$ cat src/rtl/vai_sched_pkg.sv
// rtl/vai_sched_pkg.sv - shared types and limits for the VAI Tx scheduler
package vai_sched_pkg;

  localparam int SUB_AFU_MAX         = 16;
  localparam int SUB_AFU_IDX_W       = $clog2(SUB_AFU_MAX);
  localparam int CCIP_TX_ALMFULL_MAX = 8;
  localparam int SLACK_W             = 4;

  typedef logic [SUB_AFU_IDX_W-1:0] t_sub_afu_idx;

  typedef enum logic {
    C1_IDLE  = 1'b0,
    C1_BURST = 1'b1
  } t_c1_state;

  function automatic t_sub_afu_idx idx_inc(t_sub_afu_idx i, int n);
    return (int'(i) == n - 1) ? '0 : i + t_sub_afu_idx'(1);
  endfunction

endpackage

$ cat src/rtl/vai_wrr_pick.sv
// rtl/vai_wrr_pick.sv - weighted round-robin pick for one Tx channel
// The pointer sits on the turn owner while its turn is open, so the rotate search naturally favours it.
module vai_wrr_pick
  import vai_sched_pkg::*;
#(
  parameter int NUM_SUB_AFUS = 8,
  parameter int WEIGHT_W     = 4
) (
  input  logic                             pClk,
  input  logic                             SoftReset_n,
  input  logic [NUM_SUB_AFUS-1:0]          i_req,
  input  logic                             i_en,
  input  logic                             i_hold,
  input  logic [WEIGHT_W*NUM_SUB_AFUS-1:0] i_weight,
  output logic [NUM_SUB_AFUS-1:0]          o_gnt,
  output logic                             o_gnt_any
);

  t_sub_afu_idx        r_ptr;
  logic                r_active;
  logic [WEIGHT_W-1:0] r_rem;

  t_sub_afu_idx        w_win;
  logic                w_found;
  logic                w_own_req;
  logic                w_cont;
  logic [WEIGHT_W-1:0] w_wt;
  logic [WEIGHT_W-1:0] w_rem_nxt;

  always_comb begin
    w_win   = r_ptr;
    w_found = 1'b0;
    for (int k = 0; k < NUM_SUB_AFUS; k++) begin
      for (int i = 0; i < NUM_SUB_AFUS; i++) begin
        if (!w_found && i_req[i] && (i == (int'(r_ptr) + k) % NUM_SUB_AFUS)) begin
          w_found = 1'b1;
          w_win   = t_sub_afu_idx'(i);
        end
      end
    end
  end

  always_comb begin
    o_gnt     = '0;
    w_wt      = '0;
    w_own_req = 1'b0;
    for (int i = 0; i < NUM_SUB_AFUS; i++) begin
      o_gnt[i] = w_found && i_en && (int'(w_win) == i);
      if (int'(w_win) == i) w_wt = i_weight[i*WEIGHT_W +: WEIGHT_W];
      if (int'(r_ptr) == i) w_own_req = i_req[i];
    end
  end

  assign o_gnt_any = w_found && i_en;
  assign w_cont    = r_active && (w_win == r_ptr);

  // Remaining count saturates at zero so an expiry held off by i_hold fires on the next unheld grant.
  always_comb begin
    if (w_cont) w_rem_nxt = (r_rem == '0) ? '0 : r_rem - WEIGHT_W'(1);
    else        w_rem_nxt = (w_wt == '0) ? '0 : w_wt - WEIGHT_W'(1);
  end

  always_ff @(posedge pClk or negedge SoftReset_n) begin
    if (!SoftReset_n) begin
      r_ptr    <= '0;
      r_active <= 1'b0;
      r_rem    <= '0;
    end else if (o_gnt_any) begin
      if (!i_hold && (w_rem_nxt == '0)) begin
        r_ptr    <= idx_inc(w_win, NUM_SUB_AFUS);
        r_active <= 1'b0;
        r_rem    <= '0;
      end else begin
        r_ptr    <= w_win;
        r_active <= 1'b1;
        r_rem    <= w_rem_nxt;
      end
    end else if (r_active && !i_hold && !w_own_req) begin
      r_ptr    <= idx_inc(r_ptr, NUM_SUB_AFUS);
      r_active <= 1'b0;
      r_rem    <= '0;
    end
  end

endmodule

$ cat src/rtl/vai_tx_sched.sv
// rtl/vai_tx_sched.sv - WRR scheduler sharing the CCI-P Tx port among sub-AFUs
// Optional VAI_TX_SCHED_STATS_EN adds per-AFU grant counters and an almost-full stall counter.
module vai_tx_sched
  import vai_sched_pkg::*;
#(
  parameter int NUM_SUB_AFUS  = 8,
  parameter int WEIGHT_W      = 4,
  parameter int ALMFULL_SLACK = 4
) (
  input  logic                             pClk,
  input  logic                             SoftReset_n,
  input  logic                             up_c0TxAlmFull,
  input  logic                             up_c1TxAlmFull,
  input  logic [NUM_SUB_AFUS-1:0]          afu_c0_req,
  input  logic [NUM_SUB_AFUS-1:0]          afu_c1_req,
  input  logic [NUM_SUB_AFUS-1:0]          afu_c1_sop,
  input  logic [2*NUM_SUB_AFUS-1:0]        afu_c1_len,
  input  logic [WEIGHT_W*NUM_SUB_AFUS-1:0] afu_weight,
  output logic [NUM_SUB_AFUS-1:0]          c0_grant,
  output logic [NUM_SUB_AFUS-1:0]          c1_grant,
  output logic                             c0_grant_valid,
  output logic                             c1_grant_valid
`ifdef VAI_TX_SCHED_STATS_EN
  ,
  output logic [32*NUM_SUB_AFUS-1:0]       grant_cnt,
  output logic [31:0]                      stall_cnt
`endif
);

  if ((ALMFULL_SLACK >= CCIP_TX_ALMFULL_MAX) || (NUM_SUB_AFUS < 2) || (NUM_SUB_AFUS > SUB_AFU_MAX)) begin : g_param_check
    $error("vai_tx_sched: ALMFULL_SLACK or NUM_SUB_AFUS out of range");
  end

  logic [SLACK_W-1:0]      r_c0_slack;
  logic [SLACK_W-1:0]      r_c1_slack;
  logic [NUM_SUB_AFUS-1:0] r_c0_gnt;
  logic [NUM_SUB_AFUS-1:0] r_c1_gnt;
  t_c1_state               r_c1_state;
  logic [NUM_SUB_AFUS-1:0] r_c1_lock;
  logic [1:0]              r_c1_rem;

  logic                    w_c0_en;
  logic                    w_c1_en;
  logic [NUM_SUB_AFUS-1:0] w_c0_gnt;
  logic [NUM_SUB_AFUS-1:0] w_c1_gnt;
  logic                    w_c0_gnt_any;
  logic                    w_c1_gnt_any;
  logic [NUM_SUB_AFUS-1:0] w_c1_elig;
  logic [1:0]              w_c1_len;
  logic                    w_c1_hold;

  assign w_c0_en = !(up_c0TxAlmFull && (int'(r_c0_slack) >= ALMFULL_SLACK));
  assign w_c1_en = !(up_c1TxAlmFull && (int'(r_c1_slack) >= ALMFULL_SLACK));

  // Outside a burst only burst heads compete; inside one only the locked AFU is visible.
  assign w_c1_elig = (r_c1_state == C1_BURST) ? (afu_c1_req & r_c1_lock)
                                              : (afu_c1_req & afu_c1_sop);

  always_comb begin
    w_c1_len = '0;
    for (int i = 0; i < NUM_SUB_AFUS; i++) begin
      if (w_c1_gnt[i]) w_c1_len = afu_c1_len[2*i +: 2];
    end
  end

  assign w_c1_hold = (r_c1_state == C1_BURST) ? !(w_c1_gnt_any && (r_c1_rem == 2'd0))
                                              : (w_c1_gnt_any && (w_c1_len != 2'd0));

  vai_wrr_pick #(.NUM_SUB_AFUS(NUM_SUB_AFUS), .WEIGHT_W(WEIGHT_W)) u_c0_pick (
    .pClk        (pClk),
    .SoftReset_n (SoftReset_n),
    .i_req       (afu_c0_req),
    .i_en        (w_c0_en),
    .i_hold      (1'b0),
    .i_weight    (afu_weight),
    .o_gnt       (w_c0_gnt),
    .o_gnt_any   (w_c0_gnt_any)
  );

  vai_wrr_pick #(.NUM_SUB_AFUS(NUM_SUB_AFUS), .WEIGHT_W(WEIGHT_W)) u_c1_pick (
    .pClk        (pClk),
    .SoftReset_n (SoftReset_n),
    .i_req       (w_c1_elig),
    .i_en        (w_c1_en),
    .i_hold      (w_c1_hold),
    .i_weight    (afu_weight),
    .o_gnt       (w_c1_gnt),
    .o_gnt_any   (w_c1_gnt_any)
  );

  always_ff @(posedge pClk or negedge SoftReset_n) begin
    if (!SoftReset_n) begin
      r_c0_slack <= '0;
      r_c1_slack <= '0;
      r_c0_gnt   <= '0;
      r_c1_gnt   <= '0;
    end else begin
      r_c0_gnt <= w_c0_gnt;
      r_c1_gnt <= w_c1_gnt;
      if (!up_c0TxAlmFull)  r_c0_slack <= '0;
      else if (w_c0_gnt_any) r_c0_slack <= r_c0_slack + SLACK_W'(1);
      if (!up_c1TxAlmFull)  r_c1_slack <= '0;
      else if (w_c1_gnt_any) r_c1_slack <= r_c1_slack + SLACK_W'(1);
    end
  end

  // r_c1_rem counts beats still owed after the current one.
  always_ff @(posedge pClk or negedge SoftReset_n) begin
    if (!SoftReset_n) begin
      r_c1_state <= C1_IDLE;
      r_c1_lock  <= '0;
      r_c1_rem   <= '0;
    end else begin
      case (r_c1_state)
        C1_IDLE: begin
          if (w_c1_gnt_any && (w_c1_len != 2'd0)) begin
            r_c1_state <= C1_BURST;
            r_c1_lock  <= w_c1_gnt;
            r_c1_rem   <= w_c1_len - 2'd1;
          end
        end
        C1_BURST: begin
          if (w_c1_gnt_any) begin
            if (r_c1_rem == 2'd0) r_c1_state <= C1_IDLE;
            else                  r_c1_rem   <= r_c1_rem - 2'd1;
          end
        end
        default: r_c1_state <= C1_IDLE;
      endcase
    end
  end

  assign c0_grant       = r_c0_gnt;
  assign c1_grant       = r_c1_gnt;
  assign c0_grant_valid = |r_c0_gnt;
  assign c1_grant_valid = |r_c1_gnt;

`ifdef VAI_TX_SCHED_STATS_EN
  logic [32*NUM_SUB_AFUS-1:0] r_grant_cnt;
  logic [31:0]                r_stall_cnt;

  always_ff @(posedge pClk or negedge SoftReset_n) begin
    if (!SoftReset_n) begin
      r_grant_cnt <= '0;
      r_stall_cnt <= '0;
    end else begin
      for (int i = 0; i < NUM_SUB_AFUS; i++) begin
        r_grant_cnt[32*i +: 32] <= r_grant_cnt[32*i +: 32] + 32'(w_c0_gnt[i]) + 32'(w_c1_gnt[i]);
      end
      if (((|afu_c0_req) && !w_c0_en) || ((|w_c1_elig) && !w_c1_en)) begin
        r_stall_cnt <= r_stall_cnt + 32'd1;
      end
    end
  end

  assign grant_cnt = r_grant_cnt;
  assign stall_cnt = r_stall_cnt;
`endif

endmodule

$ cat config.mk
export PLATFORM = sky130hd
export DESIGN_NAME = vai_tx_sched
export DESIGN_NICKNAME = d
export VERILOG_FILES = /design/src/rtl/vai_sched_pkg.sv /design/src/rtl/vai_wrr_pick.sv /design/src/rtl/vai_tx_sched.sv
export SDC_FILE = /design/constraint.sdc
export NUM_CORES = 1
export LEC_CHECK = 0
export BUFFER_PORTS_ARGS = -buffer_cell sky130_fd_sc_hd__buf_2
export CAP_MARGIN = 10
export CORE_UTILIZATION = 61
export DETAILED_ROUTE_END_ITERATION = 12
export PLACE_DENSITY = 0.85
export SLEW_MARGIN = 0
export SYNTH_ARGS = -nofsm -noshare
export SYNTH_HDL_FRONTEND = slang
export SYNTH_SLANG_ARGS = --single-unit
$ cat constraint.sdc
create_clock -name pClk -period 7.6 [get_ports pClk]
set_input_delay 0.38 -clock pClk [delete_from_list [all_inputs] [get_ports pClk]]
set_output_delay 0.38 -clock pClk [all_outputs]
set_load 0.01 [all_outputs]
==> results.txt <==
In this run the critical register-to-register path is launched from u_c0_pick.r_ptr[0]$_DFFE_PN0P_. The most critical setup path has its startpoint at u_c0_pick.r_ptr[0]$_DFFE_PN0P_. The floorplan step defined a die boundary enclosing about 0.014 mm². The effective utilization at floorplan is between 60% and 70%. The cell area that synthesis handed to floorplanning was roughly 0.0081 mm².

The clock-pin transition on the worst setup and hold timing paths is about 0.070 ns. The total wire length after detailed routing came out at just under 30,000 µm. Summed over all instances, the cell type with the most area after synthesis is sky130_fd_sc_hd__dfrtp_1. The number of instances in the synthesized netlist came out at ~1,100.

The sum of overflow across all layers after global routing came out at 0. The longest individual stage delay on the worst path is 0.81 ns. The final hold violation count is 0. The arrival time at the worst endpoint is ~7.4 ns. The cell repeated most along the worst path is sky130_fd_sc_hd__a21oi_1. After detailed routing, the met2 layer carries around 14,000 µm of wire. The clock tree from TritonCTS is built. The fraction of final layout cells sized beyond drive strength 1 is 15.2%. The worst setup path is captured at a flip-flop. The highest fanout seen on the critical path is 21. In the post-synthesis netlist, the cell with the most instances is sky130_fd_sc_hd__nand2_1. The number of maximum-capacitance violations is 0. At the pin with the least slew margin, the transition time is between 0.9 and 1 ns. The number of distinct library cells after synthesis is roughly 100. After detailed routing, the average wire length per cell comes to about 22 µm. The number of setup violations in the final report came out at 0.

The kind of start point of the critical path is a flip-flop. Global routing used a little over two fifths of the available tracks. Routed signal wires occupy layers up through met4. The setup skew after layout came out at 0.00597 ns.

After the last flow step, the layout net total stands at between 1,000 and 1,500. The wire length on met3 came out at between 3000 and 4000 µm. The number of iterations in the first detailed-routing pass came out at 7. The tightest min-delay check is of the in -> async type. In the post-synthesis netlist, the biggest area contributors are sky130_fd_sc_hd__dfrtp_1 16%, sky130_fd_sc_hd__nand2_1 7.7%, sky130_fd_sc_hd__a21oi_1 5.4%, sky130_fd_sc_hd__ha_1 5.4%, sky130_fd_sc_hd__nor2_1 4.2%. The count of clock tree sinks came out at 53. When the netlist entered floorplanning its net count stood at between 1,000 and 1,500. For this design the top-level I/O count stands at 94. The global placement routability congestion is around 1.1. The die span in y is 118 µm. Derived from the worst setup path, the maximum achievable clock frequency is 140 MHz. For this design, the slowest cell found on the critical path is sky130_fd_sc_hd__ha_1. The post-detailed-route via-to-cell ratio came out at 7.33. STA puts the critical path data required time at between 7 and 8 ns.

The total number of vias is roughly 10,000. Ranked by instance count, the synthesized netlist is headed by 166 x sky130_fd_sc_hd__nand2_1, 90 x sky130_fd_sc_hd__nor2_1, 88 x sky130_fd_sc_hd__a21oi_1, 67 x sky130_fd_sc_hd__o21ai_0, 61 x sky130_fd_sc_hd__clkbuf_1. The prevailing post-synth register cell is sky130_fd_sc_hd__dfrtp_1. The total number of placement rows is 41. The number of pins exceeding their max-slew limit in the final report is 0.

The repair_antennas step left the layout with diodes totalling 0. The maximum number of pins on one net before global-route repair is 54. After the first detailed-routing iteration, the DRC count stood at roughly 1,100. The relative area change from synthesis to final layout is 7.49%. The number of cells on the worst reg-to-reg path is 28. In this run the tightest slew margin relative to its limit is between 30% and 40%. During placement, the flow inserted port buffers numbering 93. At the later pin of the worst-skew pair, clock insertion delay measures 0.30 ns.

The flow ran to the end, and the final reports show no timing, DRC or antenna violations. The first-pass GRT wire length came out at between 40,000 and 50,000 µm. The detailed-route DRC error count is 0. The number of H-tree levels is 2. The synthesized design contains 0 enable-type register cells. Once detail routing completed, the nets flagged for antenna violations numbered 0. The number of global-route vias before repair came to 9,131. The clock passes through at most 2 buffers.

The proportion of synthesized flip-flops having asynchronous set or reset is between 90% and 100%. Setup repair after global routing left no endpoint under its margin. The number of buffers created by CTS is 5.

The post-CTS setup buffer count came out at 0. The number of antenna violations at the first check in global routing came to 0. The part of the cycle the worst path needs is between 90% and 100%. The final HPWL from detailed placement came out at around 22,000 µm. The die extent in x came out at about 120 µm. Of the post-synthesis cell area, the dominant cell type holds approximately 16%.

The floorplan core area came out at 0.0128 mm². The average instance area after synthesis came out at between 7 and 8 µm². The number of storage elements in the synthesis netlist is 53. The proportion of synthesized chip area in sequential cells came out at around 16%. The root cell of the clock tree is sky130_fd_sc_hd__clkbuf_16.

The setup TNS is 0 ns. The critical path is of the reg -> reg type. The routed metal-1 wirelength is roughly 11,000 µm. For this run, the number of Yosys warnings is 0. The final period demand of the worst path is slightly above 7 ns.
## layer usage
layer	vias up	track usage, %
met3	172	7.99
met5	-	0
met4	0	20.2
met1	4596	52.9
li1	4460	-
met2	715	68.3
## cells by family (layout without fill, tap and decap cells)
logic type	Yosys count	in the layout	synth area share (%)
flops	53	53	16.3
fa+ha+maj	35	35	5.38
xor+xnor	13	13	1.40
compound gates	420	420	36.5
simple gates	482	482	30.0
buf+inv	112	152	5.89
mux	29	29	4.50
## layout make-up
cell class / instances / area, µm²
multi-input cells: 979 / 6340
fillers: 1157 / 4080
flip-flops and latches: 53 / 1330
repair buffers: 110 / 591
well taps: 172 / 215
clock buffers: 6 / 129
inverters: 34 / 128
clock inverters: 2 / 15.0
## state kept, by name, summed over array words and instances, names as in the netlist
signal / count
r_c1_lock: 8
u_c0_pick.r_ptr: 4
u_c1_pick.r_rem: 4
r_c1_slack: 4
r_c0_slack: 4
c1_grant: 8
u_c1_pick.r_ptr: 4
u_c0_pick.r_active: 1
r_c1_state: 1
r_c1_rem: 2
u_c1_pick.r_active: 1
u_c0_pick.r_rem: 4
c0_grant: 8
## cells in the final DEF, fill, tap and decap left out, types with 22 or more instances in the layout
master | Yosys | routed
sky130_fd_sc_hd__nor3_1 | 34 | 34
sky130_fd_sc_hd__o22ai_1 | 23 | 23
sky130_fd_sc_hd__a22oi_1 | 23 | 23
sky130_fd_sc_hd__and3_1 | 24 | 24
sky130_fd_sc_hd__dfrtp_1 | 53 | 53
sky130_fd_sc_hd__buf_2 | 5 | 94
sky130_fd_sc_hd__ha_1 | 35 | 34
sky130_fd_sc_hd__inv_1 | 30 | 30
sky130_fd_sc_hd__nor2_1 | 90 | 90
sky130_fd_sc_hd__a21oi_1 | 88 | 88
sky130_fd_sc_hd__nand2_1 | 166 | 166
sky130_fd_sc_hd__a31oi_1 | 24 | 24
sky130_fd_sc_hd__nand3_1 | 53 | 53
sky130_fd_sc_hd__o21ai_0 | 67 | 67
sky130_fd_sc_hd__and2_1 | 22 | 22
## path summary, 6_finish.rpt
| kind | end | slack [ns] |
|---|---|---|
| min reg2reg | r_c0_slack[2]$_DFFE_PN0P_ | 0.52 |
| min | u_c1_pick.r_rem[1]$_DFFE_PN0P_ | 0.19 |
| max reg2reg | u_c0_pick.r_ptr[2]$_DFFE_PN0P_ | 0.43 |
| max in group asynchronous | c0_grant[0]$_DFF_PN0_ | 6.94 |
| max | u_c0_pick.r_ptr[2]$_DFFE_PN0P_ | 0.43 |
| min in group pClk | r_c0_slack[0]$_DFFE_PN0P_ | 0.34 |
## repair_timing
| action | 4_1_cts | 5_1_grt |
|---|---|---|
| hold buffers | 0 | 0 |
| resized for setup | 0 | 3 |
| endpoints found under the setup margin | 0 | 6 |
## critical path: cells and delay by family, from the launching register on
family                     cells  cell delay (ns)
AOI/OAI and AO/OA             16             3.43
adders and majority gates      3             1.65
and+or+nand+nor                6             0.87
buffers and inverters          3             0.59
DFF                            1             0.50
## per-stage QoR
stage,hold slack [ns],utilization (%),std cells,setup slack (ns),cell area (µm²)
global placement,0.467,67.0,1347,0.790,8590
global route,0.267,68.2,1356,0.0266,8750
CTS,0.219,68.1,1355,0.378,8730
finish,0.190,68.2,1356,0.435,8750
detailed placement,0.504,67.0,1347,0.462,8590
floorplan,0.0844,-,1144,1.88,8140
Power is left out: the tool's default activity adds up to more than one toggle a clock period on the data nets, which glitch-free logic cannot reach.
